[config.mk]
export PLATFORM = sky130hd
export DESIGN_NAME = cmp_scan_ctrl
export DESIGN_NICKNAME = d
export VERILOG_FILES = /design/src/rtl/cmp_scan_ctrl.sv
export SDC_FILE = /design/constraint.sdc
export NUM_CORES = 1
export LEC_CHECK = 0
export ABC_AREA = 1
export BUFFER_PORTS_ARGS = -buffer_cell sky130_fd_sc_hd__buf_2
export CELL_PAD_IN_SITES_DETAIL_PLACEMENT = 1
export CELL_PAD_IN_SITES_GLOBAL_PLACEMENT = 1
export CORE_MARGIN = 4
export CORE_UTILIZATION = 41
export CTS_BUF_LIST = sky130_fd_sc_hd__clkbuf_4
export CTS_CLUSTER_SIZE = 10
export DETAILED_ROUTE_END_ITERATION = 16
export PLACE_DENSITY_LB_ADDON = 0.1
export SYNTH_ARGS = -nofsm -noshare
export SYNTH_HDL_FRONTEND = slang
export SYNTH_SLANG_ARGS = --single-unit
[constraint.sdc]
create_clock -name clk -period 1.9 [get_ports clk]
set_input_delay 0.285 -clock clk [delete_from_list [all_inputs] [get_ports clk]]
set_output_delay 0.285 -clock clk [all_outputs]
set_load 0.05 [all_outputs]
[src/rtl/cmp_scan_ctrl.sv]
// +----------------------------------------------------------------------------+
// | cmp_scan_ctrl : load buffer, shared-comparator max/min scan, live query    |
// | Optional: CMP_SCAN_MIN_EN adds the MIN phase (two comparator uses/element) |
// | Revision: 1.0                                                              |
// +----------------------------------------------------------------------------+
`default_nettype none

module cmp_scan_ctrl #(
  parameter int DEPTH = 8,
  parameter int W     = 4
) (
  input  logic                     clk,
  input  logic                     rst,
  input  logic [W-1:0]             sw,
  input  logic                     load,
  input  logic                     start,
  input  logic                     clear,
  output logic [$clog2(DEPTH):0]   count,
  output logic                     full,
  output logic                     busy,
  output logic                     done,
  output logic [W-1:0]             max,
  output logic [W-1:0]             min,
  output logic [2:0]               led,
  output logic [6:0]               sled
);

  localparam int AW = $clog2(DEPTH);
  localparam int CW = AW + 1;

  localparam logic [6:0] SEG_LESS  = 7'b1110001;
  localparam logic [6:0] SEG_GREAT = 7'b0100001;
  localparam logic [6:0] SEG_EQUAL = 7'b0110000;
  localparam logic [6:0] SEG_BLANK = 7'b1111111;

  typedef enum logic [1:0] {
    S_IDLE = 2'd0,
    S_SCAN = 2'd1,
    S_DONE = 2'd2
  } state_t;

  state_t        r_state;
  logic [AW-1:0] r_idx;
  logic [W-1:0]  r_buf [DEPTH];
`ifdef CMP_SCAN_MIN_EN
  logic          r_phase_n;
`endif

  logic [W-1:0]  w_cmp_a;
  logic [W-1:0]  w_cmp_b;
  logic          w_gt;
  logic          w_lt;
  logic          w_wr;
  logic          w_go;
  logic          w_last;

  // Single comparator: scan engine owns it in SCAN, query path otherwise.
  always_comb begin
    w_cmp_a = sw;
    w_cmp_b = max;
    if (r_state == S_SCAN) begin
      w_cmp_a = r_buf[r_idx];
`ifdef CMP_SCAN_MIN_EN
      w_cmp_b = r_phase_n ? min : max;
`endif
    end
  end

  assign w_gt   = (w_cmp_a > w_cmp_b);
  assign w_lt   = (w_cmp_a < w_cmp_b);
  assign full   = (count == CW'(DEPTH));
  assign busy   = (r_state == S_SCAN);
  assign done   = (r_state == S_DONE);
  assign w_last = ({1'b0, r_idx} == (count - CW'(1)));

  // Priority CLEAR > LOAD > START is folded into these qualifiers.
  assign w_wr = load & ~clear & ~full & (r_state == S_IDLE);
  assign w_go = start & ~clear & ~load & (r_state != S_SCAN) & (count != '0);

  always_ff @(posedge clk) begin
    if (w_wr) begin
      r_buf[count[AW-1:0]] <= sw;
    end
  end

  always_ff @(posedge clk or posedge rst) begin
    if (rst) begin
      r_state   <= S_IDLE;
      count     <= '0;
      max       <= '0;
      min       <= '0;
      led       <= 3'b000;
      sled      <= SEG_BLANK;
      r_idx     <= '0;
`ifdef CMP_SCAN_MIN_EN
      r_phase_n <= 1'b0;
`endif
    end else if (clear) begin
      r_state   <= S_IDLE;
      count     <= '0;
      max       <= '0;
      min       <= '0;
      led       <= 3'b000;
      sled      <= SEG_BLANK;
      r_idx     <= '0;
`ifdef CMP_SCAN_MIN_EN
      r_phase_n <= 1'b0;
`endif
    end else begin
      if (w_wr) begin
        count <= count + CW'(1);
      end
      if (w_go) begin
        max   <= r_buf[0];
`ifdef CMP_SCAN_MIN_EN
        min       <= r_buf[0];
        r_phase_n <= 1'b0;
`endif
        r_idx   <= AW'(1);
        led     <= 3'b000;
        sled    <= SEG_BLANK;
        r_state <= (count == CW'(1)) ? S_DONE : S_SCAN;
      end else begin
        case (r_state)
          S_SCAN: begin
`ifdef CMP_SCAN_MIN_EN
            if (!r_phase_n) begin
              if (w_gt) max <= w_cmp_a;
              r_phase_n <= 1'b1;
            end else begin
              if (w_lt) min <= w_cmp_a;
              r_phase_n <= 1'b0;
              if (w_last) r_state <= S_DONE;
              else        r_idx   <= r_idx + AW'(1);
            end
`else
            if (w_gt) max <= w_cmp_a;
            if (w_last) r_state <= S_DONE;
            else        r_idx   <= r_idx + AW'(1);
`endif
          end
          S_DONE: begin
            if (w_gt) begin
              led  <= 3'b100;
              sled <= SEG_GREAT;
            end else if (w_lt) begin
              led  <= 3'b001;
              sled <= SEG_LESS;
            end else begin
              led  <= 3'b010;
              sled <= SEG_EQUAL;
            end
          end
          default: ;
        endcase
      end
    end
  end

endmodule

`default_nettype wire

==> impl_metrics.yaml <==
detailed_routing:
  vias_per_cell: 4.88
  drt_iter0_drc: 60
  avgRoutedWirePerCell_um: 15.9
  ant_nets: 0
  drtPass1Iterations: 4
  finalWirelength_mm: 7.14
  drc: 0
  num_vias: 2185
power_and_ir_drop:
  irDropWorstVdd_uv: 516
  leakagePower_nw: 1.63
  power_frac_seq_pct: 47.4
  powerDensity_nw_per_um2: 806
  power.switching_w: 0.00104
  p_comb_share_pct: 32.4
  switching_share_pct: 37.5
  p_int_w: 0.00173
  pwr-share-clk_pct: 20.2
critical_path:
  crit_arrival_ns: 2.45
  critPathKind: "flop to flop"
  r2r_slack_ns: -0.25
  max_stage_delay_ns: 0.52
  critPathLaunchType: "flop"
  r2r_cells: 17
  worstReg2RegStart: "r_idx[0]"
  crit_buf_inv: 1
  critPathTopFamily: "simple AND/OR/NAND/NOR gates"
  slowest_stage: "dfrtp_2"
  r2r-end: "max[3]"
  critical_path.max_fanout: 6
  cp_common_cell: "nand2_1"
  cp_cell_sequence: "buf_6 -> nand2_1 -> o211ai_1 -> nand3_1 -> nand3_2 -> nand2_1 -> ha_1 -> nand2_1 -> nand2_2 -> nand2_4 -> nand2_4 -> nand3_2 -> nand2_4 -> nand2_4 -> nor2_1 -> nand2_1 -> nand2_1"
  cp-end-kind: "flop"
  required_ns: 2.21
timing:
  min_period_ns: 2.15
  fin_skew_ns: 0.00959
  fin_tns_setup_ns: -1.89
  setup_viol: 10
  max_freq_mhz: 466
  whs_ns: 0.169
  rsz0062_at_grt: "yes"
  hold_viol: 0
  setup_slack_ns: -0.248
  period_share_pct: 113
  drv_slew: 0
min_path:
  min_delay_worst_endpoint: "count[2]"
  min_path_cells: 3
  hp-start: "clear"
  hp-class: "input pin to flop"
global_route:
  overflow: 0
  grt_pass1_wl_mm: 11.8
  antenna_found_initial: 0
  grt_usage_pct: 19.7
  grt_pass1_vias: 2352
  grt_max_degree: 21
clock_network:
  htreeDepth: 2
  cts_tree: "built"
  path_clk_slew_ns: 0.17
  cts-root-buf: "clkbuf_4"
  cts_buffers: 5
  insertion_delay_ns: 0.40
  clockBufferDepth: 2
  cts_sinks: 52
job:
  maxCapViolCount: 0
cells_and_area:
  instances_no_fill: 448
  drive_above_1_share_pct: 36.7
  fin_area_um2: 3440
  final_net_count: 387
  finish.utilization_pct: 53.9
  syn2layout_area_growth_pct: 27.3
  antenna_cells: 0
logic_synthesis:
  yosys.area.top_type_share_pct: 35.6
  yosys-top-cells-area: "edfxtp_1 36%, dfrtp_1 15%, nand2_1 14%"
  synth_warnings: 0
  synth_seq_cells: 52
  synth_cells: 307
  ys_seq_area_share_pct: 54.3
  synth_commonest_cells: "100 x nand2_1, 32 x edfxtp_1, 32 x nand3_1, 29 x inv_1, 20 x nor2_1"
  synth-edff-count: 32
  synthFlopType: "edfxtp_1"
  syn_area_um2: 2700
  synth_area_per_cell_um2: 8.80
  ys_types: 29
  async_reset_ff_share_pct: 38.5
  synth_largest_area_cell: "edfxtp_1"
  yosysMostFrequentCell: "nand2_1"
placement:
  placed_cells: 433
  place_congestion: 0.837
  io_buffers: 28
  dpl.hpwl_mm: 5.43
  placed_cell_area_um2: 3150
die:
  core_area_um2: 6390
  io_pins: 34
  die_w_um: 89.2
  design.die.area_um2: 7950
  start_util_pct: 42.3
  rows: 29
  dieHeight_um: 89.2
run_status:
  status: "finished with violations"
  violations: "negative setup slack"
cell usage in the layout (no fill, tap or decap), drive strengths merged:
cell type / Yosys / layout
dfrtp: 16 / 16
edfxtp: 32 / 32
nand2: 105 / 105
nand3b: 1 / 1
nand3: 35 / 35
nand4: 1 / 1
o21ai: 9 / 9
dlygate4sd3: 0 / 1
o21a: 2 / 2
conb: 2 / 5
ha: 8 / 8
dfstp: 4 / 4
xnor2: 2 / 2
o211ai: 2 / 2
nor2: 24 / 24
buf: 13 / 64
a21oi: 7 / 7
a31oi: 1 / 1
inv: 38 / 39
clkbuf: 0 / 6
clkinvlp: 0 / 1
xor2: 1 / 1
clkinv: 0 / 1
nor3: 4 / 4
timing repair:
item / CTS / global route
endpoints found under the hold margin: 16 / 0
gates resized for setup: 23 / 20
buffers inserted: 4 / 1
setup endpoints to repair: 16 / 35
pin swaps: 14 / 14
hold buffers: 1 / 0
cloned: 1 / 0
cell type report:
| cell class | count | area, µm² |
|---|---|---|
| flip-flops and latches | 52 | 1470 |
| inverters | 38 | 153 |
| clock inverters | 3 | 27.5 |
| fillers | 766 | 2950 |
| multi-input cells | 207 | 1200 |
| repair buffers | 66 | 452 |
| clock buffers | 5 | 37.5 |
| well taps | 77 | 96.3 |
through the flow:
stage               worst slack, ns  total power (W)
floorplan                   -0.0110          0.00190
global placement             -0.170          0.00210
detailed placement           -0.264          0.00212
CTS                          -0.252          0.00275
global route                 -0.390          0.00294
finish                       -0.248          0.00277
power by group through the flow:
| stage | Clock [W] | Combinational [W] | Sequential [W] |
|---|---|---|---|
| after floorplan | 0 | 0.000430 | 0.00147 |
| after global placement | 0 | 0.000772 | 0.00132 |
| after detailed placement | 0 | 0.000793 | 0.00133 |
| after CTS | 0.000582 | 0.000858 | 0.00131 |
| after global routing | 0.000631 | 0.000984 | 0.00132 |
| final | 0.000560 | 0.000899 | 0.00131 |
worst max-delay path by stage:
| stage | start | endpoint | depth (start not counted) |
|---|---|---|---|
| final | r_idx[0] | max[3] | 17 |
| after global routing | r_idx[0] | max[1] | 17 |
| after CTS | r_idx[0] | max[3] | 18 |
| after detailed placement | r_idx[0] | max[1] | 17 |
| after global placement | r_idx[0] | max[3] | 17 |
| after floorplan | r_idx[0] | max[0] | 16 |
flip-flops by register name, indices dropped and copies added (netlist names):
signal	flops
count	4
led	3
max	4
r_buf	32
r_idx	3
r_state	2
sled	4
worst register-to-register path, stage by stage (launching register included):
cell and delay (ns):
dfrtp_2 0.52, buf_6 0.16, nand2_1 0.05, o211ai_1 0.11
nand3_1 0.13, nand3_2 0.09, nand2_1 0.06, ha_1 0.28
nand2_1 0.08, nand2_2 0.06, nand2_4 0.08, nand2_4 0.06
nand3_2 0.08, nand2_4 0.06, nand2_4 0.09, nor2_1 0.05
nand2_1 0.05, nand2_1 0.05
cell families (layout without fill, tap and decap cells):
kind of cell             Yosys count  after routing  share of synthesized area (%)
adder cells (fa/ha/maj)            8              8                           3.70
AND/OR/NAND/NOR                  170            170                           27.6
other                              2              5                          0.278
AO/OA/AOI/OAI                     21             21                           4.54
buffers and inverters             51            112                           8.66
flip-flops                        52             52                           54.3
XOR/XNOR                           3              3                          0.972
metal layers:
layer	up-vias	GRT usage [%]	part of all wire, %
li1	1106	-	-
met1	1049	25.8	46
met5	-	0	0
met2	25	34.1	51
met3	5	3.23	2.4
met4	0	4.87	0.98
No activity file was read; power rests on OpenSTA's default activity.
